**src/rtl/issue_warp_scheduler.sv**
```systemverilog
// Per-warp issue arbiter: picks one eligible warp per cycle (round-robin with an
// age-based starvation override), pops its buffer, and presents the warp id to
// dispatch through a registered valid/ready stage. Also exports stall counters.
module issue_warp_scheduler #(
  parameter  int NUM_WARPS = 4,
  parameter  int AGE_MAX   = 15,
  parameter  int CTR_BITS  = 44,
  localparam int WID_BITS  = $clog2(NUM_WARPS)
) (
  input  logic                 clk,
  input  logic                 reset_n,
  input  logic [NUM_WARPS-1:0] req_valid,
  input  logic [NUM_WARPS-1:0] sb_ready,
  output logic [NUM_WARPS-1:0] req_ready,
  output logic                 disp_valid,
  output logic [WID_BITS-1:0]  disp_wid,
  input  logic                 disp_ready,
  output logic [CTR_BITS-1:0]  perf_scb_stalls,
  output logic [CTR_BITS-1:0]  perf_disp_stalls,
  output logic [CTR_BITS-1:0]  perf_starve_grants
);

  localparam logic [7:0] AGE_THR = 8'(AGE_MAX);

  logic [NUM_WARPS-1:0] eligible;
  logic [NUM_WARPS-1:0] starved;
  logic [NUM_WARPS-1:0] cand;
  logic [NUM_WARPS-1:0] grant_oh;
  logic                 load_en;
  logic                 any_elig;
  logic                 grant_vld;
  logic                 grant_starve;
  logic                 found;
  logic [WID_BITS-1:0]  scan_idx;
  logic [WID_BITS-1:0]  grant_idx;

  logic                 disp_valid_q, disp_valid_d;
  logic [WID_BITS-1:0]  disp_wid_q, disp_wid_d;
  logic [WID_BITS-1:0]  rr_q, rr_d;
  logic [7:0]           age_q [NUM_WARPS];
  logic [7:0]           age_d [NUM_WARPS];
  logic [CTR_BITS-1:0]  scb_stalls_q, scb_stalls_d;
  logic [CTR_BITS-1:0]  disp_stalls_q, disp_stalls_d;
  logic [CTR_BITS-1:0]  starve_grants_q, starve_grants_d;

  assign eligible = req_valid & sb_ready;
  assign any_elig = |eligible;
  assign load_en  = !disp_valid_q || disp_ready;

  // A warp is starved once it has waited AGE_MAX cycles and is now eligible;
  // age keeps counting while scoreboard-blocked but only matters once eligible.
  generate
    for (genvar gi = 0; gi < NUM_WARPS; gi++) begin : g_starve
      assign starved[gi] = eligible[gi] && (age_q[gi] >= AGE_THR);
    end
  endgenerate

  // Circular first-match search from the RR pointer over starved warps if any, else eligible warps
  always_comb begin
    found     = 1'b0;
    grant_idx = '0;
    scan_idx  = '0;
    cand      = (|starved) ? starved : eligible;
    for (int i = 0; i < NUM_WARPS; i++) begin
      scan_idx = rr_q + WID_BITS'(i);
      if (!found && cand[scan_idx]) begin
        found     = 1'b1;
        grant_idx = scan_idx;
      end
    end
  end

  // Grant qualification; pops are suppressed while reset is held
  always_comb begin
    grant_vld    = reset_n && load_en && any_elig;
    grant_starve = grant_vld && (|starved);
    grant_oh     = grant_vld ? (NUM_WARPS'(1) << grant_idx) : '0;
  end

  // Next state of the dispatch register, RR pointer and perf counters
  always_comb begin
    disp_valid_d    = disp_valid_q;
    disp_wid_d      = disp_wid_q;
    rr_d            = rr_q;
    scb_stalls_d    = scb_stalls_q;
    disp_stalls_d   = disp_stalls_q;
    starve_grants_d = starve_grants_q;
    if (load_en) begin
      disp_valid_d = any_elig;
      if (any_elig) begin
        disp_wid_d = grant_idx;
        rr_d       = grant_idx + WID_BITS'(1);
      end
    end
    if ((|req_valid) && !any_elig) scb_stalls_d = scb_stalls_q + CTR_BITS'(1);
    if (disp_valid_q && !disp_ready) disp_stalls_d = disp_stalls_q + CTR_BITS'(1);
    if (grant_starve) starve_grants_d = starve_grants_q + CTR_BITS'(1);
  end

  // Per-warp age: saturating count of consecutive waiting cycles without a grant
  generate
    for (genvar gi = 0; gi < NUM_WARPS; gi++) begin : g_age
      always_comb begin
        age_d[gi] = '0;
        if (req_valid[gi] && !grant_oh[gi]) begin
          age_d[gi] = (age_q[gi] == 8'hFF) ? age_q[gi] : age_q[gi] + 8'd1;
        end
      end

      // Age register
      always_ff @(posedge clk or negedge reset_n) begin
        if (!reset_n) age_q[gi] <= '0;
        else          age_q[gi] <= age_d[gi];
      end
    end
  endgenerate

  // Dispatch stage, RR pointer and counter registers
  always_ff @(posedge clk or negedge reset_n) begin
    if (!reset_n) begin
      disp_valid_q    <= 1'b0;
      disp_wid_q      <= '0;
      rr_q            <= '0;
      scb_stalls_q    <= '0;
      disp_stalls_q   <= '0;
      starve_grants_q <= '0;
    end else begin
      disp_valid_q    <= disp_valid_d;
      disp_wid_q      <= disp_wid_d;
      rr_q            <= rr_d;
      scb_stalls_q    <= scb_stalls_d;
      disp_stalls_q   <= disp_stalls_d;
      starve_grants_q <= starve_grants_d;
    end
  end

  // Output drive
  always_comb begin
    req_ready          = grant_oh;
    disp_valid         = disp_valid_q;
    disp_wid           = disp_wid_q;
    perf_scb_stalls    = scb_stalls_q;
    perf_disp_stalls   = disp_stalls_q;
    perf_starve_grants = starve_grants_q;
  end

endmodule
```
**config.mk**
```make
export PLATFORM = sky130hd
export DESIGN_NAME = issue_warp_scheduler
export DESIGN_NICKNAME = d
export VERILOG_FILES = /design/src/rtl/issue_warp_scheduler.sv
export SDC_FILE = /design/constraint.sdc
export NUM_CORES = 1
export LEC_CHECK = 0
export ABC_AREA = 0
export BUFFER_PORTS_ARGS = -buffer_cell sky130_fd_sc_hd__buf_2
export CAP_MARGIN = 10
export CELL_PAD_IN_SITES_DETAIL_PLACEMENT = 1
export CELL_PAD_IN_SITES_GLOBAL_PLACEMENT = 2
export CORE_MARGIN = 4
export CORE_UTILIZATION = 37
export CTS_BUF_LIST = sky130_fd_sc_hd__clkbuf_8
export CTS_CLUSTER_SIZE = 14
export DETAILED_ROUTE_END_ITERATION = 7
export GPL_TIMING_DRIVEN = 0
export PLACE_DENSITY = 0.82
export RECOVER_POWER = 50
export SLEW_MARGIN = 20
export SYNTH_ARGS = -nofsm -noshare
export SYNTH_HDL_FRONTEND = slang
export SYNTH_SLANG_ARGS = --single-unit
```
**constraint.sdc**
```tcl
create_clock -name clk -period 3.4 [get_ports clk]
set_input_delay 0.51 -clock clk [delete_from_list [all_inputs] [get_ports clk]]
set_output_delay 0.51 -clock clk [all_outputs]
set_load 0.05 [all_outputs]
```
# Word level (Yosys, flattened, before mapping)
# Index checks and enable logic that the tools add are counted.
# totals
output_inout_bits,139
wordCells,95
inputBits,11
reg_bits,169
# classes
n_shift,1
eq_ne,8
n_addsub,11
reduce_logical,31
muxes,25
n_lt_le_gt_ge,8
bitwise_logic,1
# op_table
op,n
adder 44 x 1 -> 44 bit (second input constant),3
two-way mux 8 bit,8
adder 8 x 1 -> 8 bit (second input constant),4
equality test 8 bit (second input constant),4
greater-or-equal comparator 8 x 4 -> 1 bit (second input constant),4
logical AND 1 bit,16
< comparator 2 x 3 -> 1 bit (second input constant),4
OR reduction 4 bit,3
zero test 1 bit,10
binary-select mux 1 bit (select 2 bit),4
two-way mux 2 bit,4
two-way mux 4 bit,2
inequality test 2 bit (second input constant),4
two-way mux 1 bit,7
adder 2 x 1 -> 2 bit (second input constant),2
adder 2 bit (second input constant),2
bitwise AND 4 bit,1
left shift 1 x 2 -> 4 bit (first input constant),1
AND reduction 2 bit,1
logical OR 1 bit,1

# Depth between registers and ports, before layout
# Gate-level depths: netlist (run 1).
# logic_depth
word_depth,21
ltp_mapped,12
depth_no_buf,11

# Least setup slack after synthesis (run 1)
# No wires, ideal clock.
# synth_timing
path_type,flip-flop to flip-flop
from,register age_q[0] in the netlist's numbering
to,register age_q[31] in the netlist's numbering
arrival_time_ps,3205
n_path_buf,1
required_ps,3301
setup_ps,99
synth_period_minus_slack_ps,3305
setup_slack_ps,95
stages_incl_launch_ff,13
cell_sequence,dfrtp_1 ha_1 a31oi_1 a21oi_2 o41ai_1 nor3_1 nor4_2 inv_1 ha_1 and2_1 nand2b_1 clkbuf_1 a311oi_1
# synth_between
elab_chain_cells,21
elab_cells_between_ends,31
cone_classes,1 x order compare; 1 x eq/ne; 1 x shift; 18 x mux; 10 x reduce/logical
# synth_rtl
item,line_no,text
from (decl),40,logic [7:0] age_q [NUM_WARPS];
"from (signal, indexed assignment)",113,else age_q[gi] <= age_d[gi];
greater-or-equal comparator 8 x 4 -> 1 bit *,54,assign starved[gi] = eligible[gi] && (age_q[gi] >= AGE_THR);
logical AND 1 bit *,54,
OR reduction 4 bit,63,cand = (|starved) ? starved : eligible;
two-way mux 4 bit *,63,
binary-select mux 1 bit (select 2 bit),66,if (!found && cand[scan_idx]) begin
two-way mux 1 bit (implied by the code),66,
two-way mux 1 bit,66,
zero test 1 bit,66,
(+7 left out),--,
two-way mux 2 bit *,66,
named net grant_idx[0],35,logic [WID_BITS-1:0] grant_idx;
left shift 1 x 2 -> 4 bit *,77,grant_oh = grant_vld ? (NUM_WARPS'(1) << grant_idx) : '0;
two-way mux 4 bit *,77,
named net req_ready[0],14,"output logic [NUM_WARPS-1:0] req_ready,"
zero test 1 bit *,105,if (req_valid[gi] && !grant_oh[gi]) begin
logical AND 1 bit *,105,
inequality test 2 bit (no line) or two-way mux 8 bit (tied branches),--,
# The timed path passes the listed nets; every way through them passes the cells marked *. The select of a mux whose other input is x is not followed.
# A chain may end at the register's enable or synchronous reset.

# Final worst setup path (run 1)
# layout_timing
from,register age_q[9] in the netlist's numbering
to,output port req_ready[0]
# layout_between
elab_chain_cells,18
elab_cells_between_ends,27
cone_classes,1 x order compare; 1 x shift; 17 x mux; 8 x reduce/logical
# layout_rtl
item,line_no
greater-or-equal comparator 8 x 4 -> 1 bit *,54
logical AND 1 bit *,54
OR reduction 4 bit,63
two-way mux 4 bit *,63
binary-select mux 1 bit (select 2 bit),66
two-way mux 1 bit (implied by the code),66
two-way mux 1 bit,66
zero test 1 bit,66
(+3 left out),--
logical AND 1 bit,66
two-way mux 1 bit,66
zero test 1 bit,66
logical AND 1 bit,66
two-way mux 2 bit *,66
named net grant_idx[0],35
left shift 1 x 2 -> 4 bit *,77
two-way mux 4 bit *,77
to (decl),14
# Marks and branches as above.

==> results of run 1 <==
[per-layer routing]
layer	global-route usage	vias to the layer above
met2	0.283	102
met4	0.0479	0
met3	0.0300	20
met5	0	-
met1	0.238	3152
li1	-	2997
[worst paths after layout]
check,startpoint,end,slack [ps],depth (start not counted)
worst min register to register,perf_scb_stalls[43]$_DFFE_PN0P_,perf_scb_stalls[43]$_DFFE_PN0P_,470,1
worst max register to register,age_q[9]$_DFFE_PN0P_,age_q[31]$_DFFE_PN0P_,220,16
worst max-delay path,age_q[9]$_DFFE_PN0P_,req_ready[0],10,12
worst min-delay path,reset_n,perf_scb_stalls[25]$_DFFE_PN0P_,-10,1
min in group clk,disp_ready,perf_disp_stalls[1]$_DFFE_PN0P_,450,4
max in group asynchronous,reset_n,perf_starve_grants[30]$_DFFE_PN0P_,780,2
[cell type report]
| type | instances | share of cell area |
|---|---|---|
| plain buffers | 11 | 0.00455 |
| clock buffers | 18 | 0.0250 |
| clock inverters | 14 | 0.0134 |
| inverters | 20 | 0.00758 |
| multi-input cells | 551 | 0.392 |
| flip-flops and latches | 169 | 0.427 |
| well taps | 275 | 0.0347 |
| repair buffers | 178 | 0.0953 |
[sequential cells by signal, indices dropped and copies added, names as in the netlist]
signal	flops
perf_disp_stalls	44
disp_valid	1
perf_starve_grants	44
age_q	32
rr_q	2
perf_scb_stalls	44
disp_wid	2
[worst register-to-register path, stage by stage (launching register included)]
cell and delay, ps:
dfrtp_1 400, ha_2 210, a31oi_4 240, buf_6 130
a21o_1 180, o41a_1 230, nor3b_2 70, nor4_2 270
buf_4 180, inv_2 50, ha_2 160, and2_4 140
buf_4 120, buf_4 130, nand2b_1 130, clkbuf_1 200
a311oi_1 240
[repair_timing]
| item | CTS | global route |
|---|---|---|
| pin swaps | 15 | 3 |
| resized for setup | 46 | 10 |
| endpoints found under the setup margin | 36 | 4 |
| gates cloned | 1 | 0 |
| setup buffers | 23 | 5 |
| hold endpoints to repair | 0 | 0 |
[power breakdown]
group	switching, uW	internal, uW	total [uW]	leakage [uW]
combinational	733	281	1010	0.00215
sequential	188	2160	2340	0.00224
clock	841	559	1400	0.000187
[placed cells by master, fill, tap and decap left out, types with 4 or more instances in the layout]
cell	count
dfrtp_1	166
buf_2	91
xnor2_1	87
nand2_1	81
nor2_1	66
clkbuf_1	64
xor2_1	53
nand3_1	45
nand4_1	31
buf_4	27
and3_1	21
nor3_1	19
inv_1	18
clkbuf_8	18
and4_1	12
and2_1	11
a21oi_1	10
nor3_2	9
nor4_1	8
nand2b_1	6
mux2i_1	6
ha_1	6
a21oi_4	5
o21ai_0	5
nor2b_1	5
buf_8	5
nor4_4	4
a21o_1	4
and2_4	4
or3_1	4
a211oi_1	4
inv_6	4
inv_8	4
[logic make-up after synthesis]
group | Yosys count | synth area share
fa+ha+maj | 11 | 0.0172
compound gates | 48 | 0.0454
buf+inv | 31 | 0.0150
xor+xnor | 140 | 0.154
mux | 9 | 0.0117
simple gates | 342 | 0.228
flops | 169 | 0.529
[stage by stage]
step	hold WS [ps]	instances	TNS (ps)	utilization	area [um2]
6_report	-12.5	1236	0	0.468	9910
5_1_grt	16.3	1236	-618	0.468	9910
4_1_cts	7.91	1231	-33.0	0.470	9930
3_5_place_dp	453	1175	-8220	0.431	9110
3_3_place_gp	454	1174	-314400	0.429	9080
2_1_floorplan	214	750	0	-	7990
==> flow_summary_export.csv, run 1 <==
group,metric,value,unit
detailed_routing,met1Wirelength,9440,um
sta,finClkSkew,19.8,ps
placement,hpwl,14500,um
sta,timing.fmax,295,MHz
sta,setup_viol,0,
detailed_routing,routed-wl-met3,715,um
detailed_routing,routedWlPerCell,16.4,um
critical_path,startpoint_type,"flop",
cts,clockBufferDepth,2,
synthesis,synthFlopType,"dfrtp_1",
sta,drv_slew,94,
die,dieArea,24000,um2
detailed_routing,final_antenna_net_count,0,
pwr,p_per_area,480,nW/um2
synthesis,synthArstFlopShare,1.00,
cts,cts_tree,"built",
synthesis,syn_avg_cell_area,10.7,um2
global_routing,antenna_found_initial,0,
placement,place_congestion,0.759,
critical_path,worst-endpoint-arrival,2880,ps
synthesis,synth_top_area_share,0.529,
status,status,"finished, violations left",
detailed_routing,post-route-drc-count,0,
placement,port_buffers,149,
die,chipWidth,155,um
die,io_pins,150,
synthesis,syn_nets,772,
placement,pre_cts_ws,-373,ps
detailed_routing,routed_wl,20300,um
cts,htreeDepth,4,
sta,hold_viol_final,4,
critical_path,cp_num_buf_inv,4,
cts,cts_made_buffers,17,
detailed_routing,route.vias.total,6271,
final_layout,fillers,2412,
critical_path,end_kind,"primary output",
critical_path,cpMostUsedCell,"ha_2",
critical_path,cp_slowest_cell,"dfrtp_1",
flow_run,cap_violations,1,
detailed_routing,route.met2.wl,9810,um
detailed_routing,dr.pass1.iters,4,
final_layout,final-seq-area,4230,um2
critical_path,critPathKind,"flop to primary output",
global_routing,grt_pass1_wl,34300,um
global_routing,grt_pass1_vias,6590,
critical_path,cp_top_family,"compound AO/OA/AOI/OAI gates",
cts,clock_tree.root_cell,"clkbuf_8",
synthesis,synth.distinct_cells,50,
final_layout,nNetsFinal,970,
synthesis,ys_top_cells_by_area,"dfrtp_1, xnor2_1, xor2_1",
synthesis,ys_seq_area_frac,0.529,
synthesis,synth_commonest_cells,"dfrtp_1, xnor2_1, nand2_1, nor2_1, xor2_1",
pwr,p_leak,0.00457,uW
sta,tightest_slew,2300,ps
sta,rsz0062_at_grt,"true",
cts,cts_hold_buf,0,
synthesis,syn_inst,750,
cts,clock_latency,460,ps
cts,clkSinkCount,169,
sta,worst_slack,10.7,ps
critical_path,crit_chain,"ha_2 > a31oi_4 > buf_6 > a21o_1 > o41a_1 > nor3b_2 > nor4_2 > buf_4 > inv_2 > ha_2 > and2_4 > buf_8",
global_routing,track_usage,0.173,
sta,min_period_over_period,0.997,
detailed_routing,drtIter0Drc,143,
final_layout,layout-drive-gt1-share,0.221,
critical_path,crit_required,2890,ps
final_layout,area_growth_syn_to_layout,24.0,%
pwr,power.total,4760,uW
critical_path,critical_path.max_stage_delay,400,ps
synthesis,ys_seq_elements,169,
cts,clk_pin_slew,100,ps
die,die_h,155,um
sta,hold_slack,-12.5,ps
sta,fin_crit,3390,ps
detailed_routing,routed_via_density,5.07,
synthesis,synth-edff-count,0,
detailed_routing,top_layer,"met4",
synthesis,yosysMostFrequentCell,"dfrtp_1",
status,violations,"negative hold slack, max-capacitance violations, max-slew violations",
sta,slew_headroom,-0.536,
hold_path,hold_class,"input pin to async pin",
synthesis,synth_area,7990,um2
synthesis,yosysWarnings,0,
die,core-area,21200,um2
global_routing,grt_start_max_net_pins,94,
final_layout,diodes,0,
final_layout,multi_input_area,3890,um2
global_routing,overflow,0,
die,rows,53,
critical_path,crit_fanout,5,
synthesis,yosysTopAreaCell,"dfrtp_1",
pwr,ir_worst_vdd,0.235,mV
die,start_util,0.378,
(Power assumes the default switching activity.)
==> run 2: changes to the inputs <==
--- a/config.mk
+++ b/config.mk
@@ -5,13 +5,12 @@
 export SDC_FILE = /design/constraint.sdc
 export NUM_CORES = 1
 export LEC_CHECK = 0
-export ABC_AREA = 0
+export ABC_AREA = 1
 export BUFFER_PORTS_ARGS = -buffer_cell sky130_fd_sc_hd__buf_2
 export CAP_MARGIN = 10
 export CELL_PAD_IN_SITES_DETAIL_PLACEMENT = 1
 export CELL_PAD_IN_SITES_GLOBAL_PLACEMENT = 2
-export CORE_MARGIN = 4
-export CORE_UTILIZATION = 37
+export CORE_UTILIZATION = 35
 export CTS_BUF_LIST = sky130_fd_sc_hd__clkbuf_8
 export CTS_CLUSTER_SIZE = 14
 export DETAILED_ROUTE_END_ITERATION = 7
==> flow_summary_export.csv, run 2 <==
group,metric,value,unit
placement,hpwl,20300,um
placement,pre_cts_ws,-30.5,ps
die,rows,59,
detailed_routing,route.met2.wl,13500,um
synthesis,yosysTopAreaCell,"dfrtp_1",
synthesis,synthArstFlopShare,1.00,
synthesis,synth.distinct_cells,44,
critical_path,crit_required,2890,ps
placement,post_dp_cell_area,10500,um2
final_layout,final_cell_mix,"nand2_1, dfrtp_1, buf_2",
global_routing,grt_start_max_net_pins,92,
pwr,ir_worst_vdd,0.556,mV
cts,clock_tree.root_cell,"clkbuf_8",
critical_path,cp_top_family,"simple AND/OR/NAND/NOR gates",
critical_path,crit_chain,"ha_2 > nand3_4 > nand3_4 > nand2_4 > nand2_4 > nor2_4 > nand2_2 > nand3_4 > nand2_4 > nor2_4 > buf_6 > nand4_1 > nand3_2 > ha_2 > nand2_2 > inv_1 > buf_6",
detailed_routing,routed-wl-met3,811,um
pwr,p_per_area,512,nW/um2
synthesis,ys_seq_area_frac,0.454,
cts,htreeDepth,4,
global_routing,grt_pass1_wl,43400,um
synthesis,syn_inst,1123,
synthesis,yosysMostFrequentCell,"nand2_1",
sta,rsz0062_at_grt,"true",
sta,min_period_over_period,1.03,
synthesis,syn_nets,1145,
status,violations,"negative hold slack, max-capacitance violations, max-slew violations, negative setup slack",
cts,clk_pin_slew,110,ps
critical_path,cp_slowest_cell,"dfrtp_1",
cts,clockBufferDepth,2,
synthesis,ys_seq_elements,169,
die,core-area,26100,um2
detailed_routing,routedWlPerCell,16.4,um
final_layout,diodes,0,
detailed_routing,routed_via_density,4.91,
final_layout,area_growth_syn_to_layout,23.9,%
sta,slew_headroom,-0.526,
sta,finClkSkew,26.3,ps
placement,placedCellCount,1608,
die,die_h,165,um
placement,place_congestion,0.811,
critical_path,end_kind,"primary output",
synthesis,synthFlopType,"dfrtp_1",
sta,hold_viol_final,1,
critical_path,startpoint_type,"flop",
die,start_util,0.358,
sta,tightest_slew,2290,ps
final_layout,utilization,0.443,
cts,cts_tree,"built",
final_layout,design_area,11500,um2
final_layout,instances_no_fill,1677,
detailed_routing,route.vias.total,8234,
cts,cts_made_buffers,17,
synthesis,synth-edff-count,0,
critical_path,cp_num_buf_inv,3,
pwr,p_leak,0.00571,uW
synthesis,ys_top_cells_by_area,"dfrtp_1, nand2_1, xor2_1",
flow_run,cap_violations,1,
sta,setup_viol,5,
sta,drv_slew,92,
final_layout,layout-drive-gt1-share,0.258,
detailed_routing,drtIter0Drc,415,
critical_path,critPathKind,"flop to primary output",
status,status,"finished, violations left",
cts,clock_latency,470,ps
die,dieArea,27300,um2
final_layout,final_common_cell,"nand2_1",
synthesis,synth_commonest_cells,"nand2_1, dfrtp_1, inv_1, nor2_1, xor2_1",
synthesis,syn_avg_cell_area,8.30,um2
detailed_routing,post-route-drc-count,0,
global_routing,overflow,0,
global_routing,grt_pass1_vias,8481,
placement,port_buffers,149,
synthesis,yosysWarnings,0,
detailed_routing,met1Wirelength,12800,um
global_routing,antenna_found_initial,0,
detailed_routing,dr.pass1.iters,7,
sta,worst_slack,-108,ps
synthesis,synth_area,9320,um2
final_layout,nNetsFinal,1351,
critical_path,worst-endpoint-arrival,3000,ps
die,chipWidth,165,um
detailed_routing,final_antenna_net_count,0,
detailed_routing,routed_wl,27400,um
global_routing,track_usage,0.203,
cts,clkSinkCount,169,
critical_path,critical_path.max_stage_delay,420,ps
die,io_pins,150,
critical_path,crit_fanout,5,
sta,fin_crit,3510,ps
hold_path,hold_class,"input pin to async pin",
synthesis,synth_top_area_share,0.454,
detailed_routing,top_layer,"met4",
sta,hold_slack,-2.52,ps
sta,timing.fmax,285,MHz
run 2: cell types whose count changed after synthesis, moves of 13 or more:
cell	before	now
nand2_1	81	257
inv_1	20	133
nor2_1	66	128
xnor2_1	87	45
xor2_1	53	88
nor3_1	23	49
and3_1	21	1
nand3_1	46	63
and2_1	15	0
nor4_1	9	24
o21ai_0	5	18
run 2: logic make-up after synthesis:
logic type / share of synthesized area
AO/OA/AOI/OAI: 0.0295
AND/OR/NAND/NOR: 0.316
buffers and inverters: 0.0610
flip-flops: 0.454
XOR/XNOR: 0.125
adder cells (fa/ha/maj): 0.0148
run 2: final cells by class:
cell class,instances,area (um2)
Buffer,4,25.0
Clock buffer,17,234
Clock inverter,15,168
Fill cell,3195,14500
Inverter,144,548
Multi-Input combinational cell,806,4850
Sequential cell,169,4230
Tap cell,335,419
Timing Repair Buffer,187,1080
run 2: routing by layer:
metal / GRT usage / vias to the layer above
li1: - / 4015
met5: 0 / -
met2: 0.337 / 143
met3: 0.0295 / 25
met4: 0.0488 / 0
met1: 0.276 / 4051
run 2: worst paths after layout:
| check | from | end | slack, ps | depth (start not counted) |
|---|---|---|---|---|
| worst max register to register | age_q[17]$_DFFE_PN0P_ | disp_wid[0]$_DFFE_PN0P_ | -100 | 27 |
| worst min-delay path | reset_n | perf_disp_stalls[33]$_DFFE_PN0P_ | -3 | 1 |
| worst max-delay path | age_q[17]$_DFFE_PN0P_ | req_ready[2] | -110 | 17 |
| max in group asynchronous | reset_n | perf_starve_grants[15]$_DFFE_PN0P_ | 740 | 2 |
| worst min register to register | perf_scb_stalls[43]$_DFFE_PN0P_ | perf_scb_stalls[43]$_DFFE_PN0P_ | 480 | 1 |
| min in group clk | req_valid[3] | age_q[1]$_DFFE_PN0P_ | 400 | 3 |
run 2: where the power goes:
part,internal [uW],switching [uW]
sequential,2160,180
clock,670,848
combinational,728,1330
total,3560,2360
run 2: repair_timing:
action,4_1_cts,5_1_grt
resized for setup,39,55
hold buffers,0,0
setup endpoints to repair,7,11
pin swaps,15,24
cloned,0,0
setup buffers,24,13
run 2: through the flow:
step,power (uW),setup TNS (ps)
4_1_cts,5600,0
3_3_place_gp,3750,-331440
3_5_place_dp,3770,-30.5
2_1_floorplan,3360,0
5_1_grt,6240,-1370
6_report,5920,-495
==> run 3: changes to the inputs <==
--- a/config.mk
+++ b/config.mk
@@ -14,7 +14,6 @@
 export CTS_BUF_LIST = sky130_fd_sc_hd__clkbuf_8
 export CTS_CLUSTER_SIZE = 14
 export DETAILED_ROUTE_END_ITERATION = 7
-export GPL_TIMING_DRIVEN = 0
 export PLACE_DENSITY = 0.82
 export RECOVER_POWER = 50
 export SLEW_MARGIN = 20
==> flow_summary_export.csv, run 3 (synthesis results as in run 2) <==
group,metric,value,unit
placement,port_buffers,149,
die,io_pins,150,
pwr,power.internal,3400,uW
critical_path,startpoint_type,"flop",
final_layout,nNetsFinal,1338,
pwr,swShare,0.392,
sta,hold_viol_final,0,
pwr,pwr-share-clk,0.263,
sta,setup_tns,0,ps
die,chipWidth,165,um
global_routing,track_usage,0.203,
final_layout,final_cell_mix,"nand2_1, dfrtp_1, nor2_1",
placement,hpwl,20700,um
critical_path,crit_required,2890,ps
detailed_routing,final_antenna_net_count,0,
cts,cts_made_buffers,17,
cts,htreeDepth,4,
sta,worst_slack,27.8,ps
final_layout,design_area,11200,um2
sta,rsz0062_at_grt,"true",
cts,clock_tree.root_cell,"clkbuf_8",
cts,clkSinkCount,169,
sta,finClkSkew,28.1,ps
sta,setup_viol,0,
critical_path,critPathKind,"flop to primary output",
sta,fin_crit,3370,ps
detailed_routing,routed_via_density,4.86,
critical_path,end_kind,"primary output",
sta,min_period_over_period,0.992,
pwr,p_leak,0.00534,uW
cts,clk_pin_slew,100,ps
pwr,power.total,5580,uW
flow_run,cap_violations,1,
placement,place_congestion,0.845,
sta,drv_slew,64,
final_layout,area_growth_syn_to_layout,20.0,%
pwr,switchingPower,2190,uW
global_routing,grt_start_max_net_pins,64,
die,rows,59,
status,status,"finished, violations left",
detailed_routing,routed_wl,26900,um
global_routing,grt_pass1_vias,8384,
critical_path,reg2reg_from,"age_q[17]$_DFFE_PN0P_",
detailed_routing,dr.pass1.iters,4,
critical_path,crit_fanout,4,
critical_path,worst-endpoint-arrival,2860,ps
cts,clockBufferDepth,2,
global_routing,antenna_found_initial,0,
critical_path,crit_start,"age_q[17]$_DFFE_PN0P_",
die,core-area,26100,um2
detailed_routing,routedWlPerCell,16.2,um
status,violations,"max-capacitance violations, max-slew violations",
global_routing,overflow,0,
cts,cts_tree,"built",
detailed_routing,route.vias.total,8078,
die,die_h,165,um
pwr,power_frac_seq,0.424,
final_layout,final_common_cell,"nand2_1",
pwr,p_per_area,499,nW/um2
final_layout,fillers,3197,
hold_path,hold_class,"input pin to async pin",
placement,pre_cts_ws,224,ps
die,dieArea,27300,um2
pwr,pwr-share-comb,0.313,
placement,post_dp_cell_area,10500,um2
sta,tightest_slew,1640,ps
sta,timing.fmax,297,MHz
pwr,ir_worst_vdd,0.551,mV
die,start_util,0.358,
detailed_routing,post-route-drc-count,0,
detailed_routing,drtIter0Drc,339,
global_routing,grt_pass1_wl,43500,um
cts,clock_latency,460,ps
final_layout,diodes,0,
sta,slew_headroom,-0.0939,
sta,hold_slack,439,ps
final_layout,layout-drive-gt1-share,0.169,
-- run 3: cell types whose count changed in the layout (fill, tap and decap cells not counted), sizes merged --
| cell | change |
|---|---|
| clkbuf | +91 |
| clkinv | -2 |
| buf | -103 |
| dlygate4sd3 | +1 |
| inv | -3 |
| clkinvlp | +1 |
-- run 3: cell type report --
| class | instances | area, um2 | share of cell area |
|---|---|---|---|
| multi-input cells | 806 | 4710 | 0.421 |
| flip-flops and latches | 169 | 4230 | 0.378 |
| repair buffers | 178 | 890 | 0.0796 |
| inverters | 144 | 548 | 0.0490 |
| well taps | 335 | 419 | 0.0375 |
| clock buffers | 19 | 262 | 0.0234 |
| clock inverters | 11 | 124 | 0.0111 |
-- run 3: per-stage QoR --
stage          utilization  std cells
2_1_floorplan            -       1123
3_3_place_gp         0.404       1611
3_5_place_dp         0.404       1611
4_1_cts              0.427       1655
5_1_grt              0.429       1662
6_report             0.429       1662
-- run 3: metal layers --
layer / GRT usage / up-vias / routed length, um
li1: - / 3985 / -
met1: 0.277 / 3940 / 13000
met2: 0.337 / 132 / 12800
met3: 0.0270 / 21 / 836
met4: 0.0500 / 0 / 289
met5: 0 / - / 0
-- run 3: critical path, stage by stage (launching register included) --
cell and delay (ps):
dfrtp_1 400, ha_2 200, nand3_2 90, nand3_2 80, nand2_4 90, buf_4 110
nand2_1 50, o21bai_2 200, nand3_2 130, nand3_1 110, nand2_2 90, nand2_4 80
nand2_2 60, nand2_2 80, nand2_4 90, inv_4 80, ha_2 170, inv_2 50
nor2_4 90, buf_8 150
-- run 3: power groups by stage --
stage	Combinational [uW]	Clock, uW	Sequential, uW
floorplan	651	0	2710
detailed placement	1400	0	2400
CTS	1550	1520	2360
global route	1900	1580	2390
finish	1750	1470	2370
global placement	1380	0	2380
-- run 3: path summary, 6_finish.rpt --
| kind | endpoint | slack, ps | depth (start not counted) |
|---|---|---|---|
| max | req_ready[1] | 30 | 19 |
| min | perf_disp_stalls[25]$_DFFE_PN0P_ | 440 | 2 |
| max reg2reg | age_q[7]$_DFFE_PN0P_ | 510 | 21 |
| min reg2reg | perf_scb_stalls[43]$_DFFE_PN0P_ | 490 | 1 |
| max in group asynchronous | perf_starve_grants[5]$_DFFE_PN0P_ | 1020 | 4 |
| min in group clk | perf_disp_stalls[1]$_DFFE_PN0P_ | 440 | 4 |
-- run 3: timing repair --
item                                   4_1_cts  5_1_grt
gates resized for setup                     34       47
setup endpoints to repair                    4        4
setup buffers                               13        7
hold buffers                                 1        0
pin swaps                                   16       17
endpoints found under the hold margin       11        0
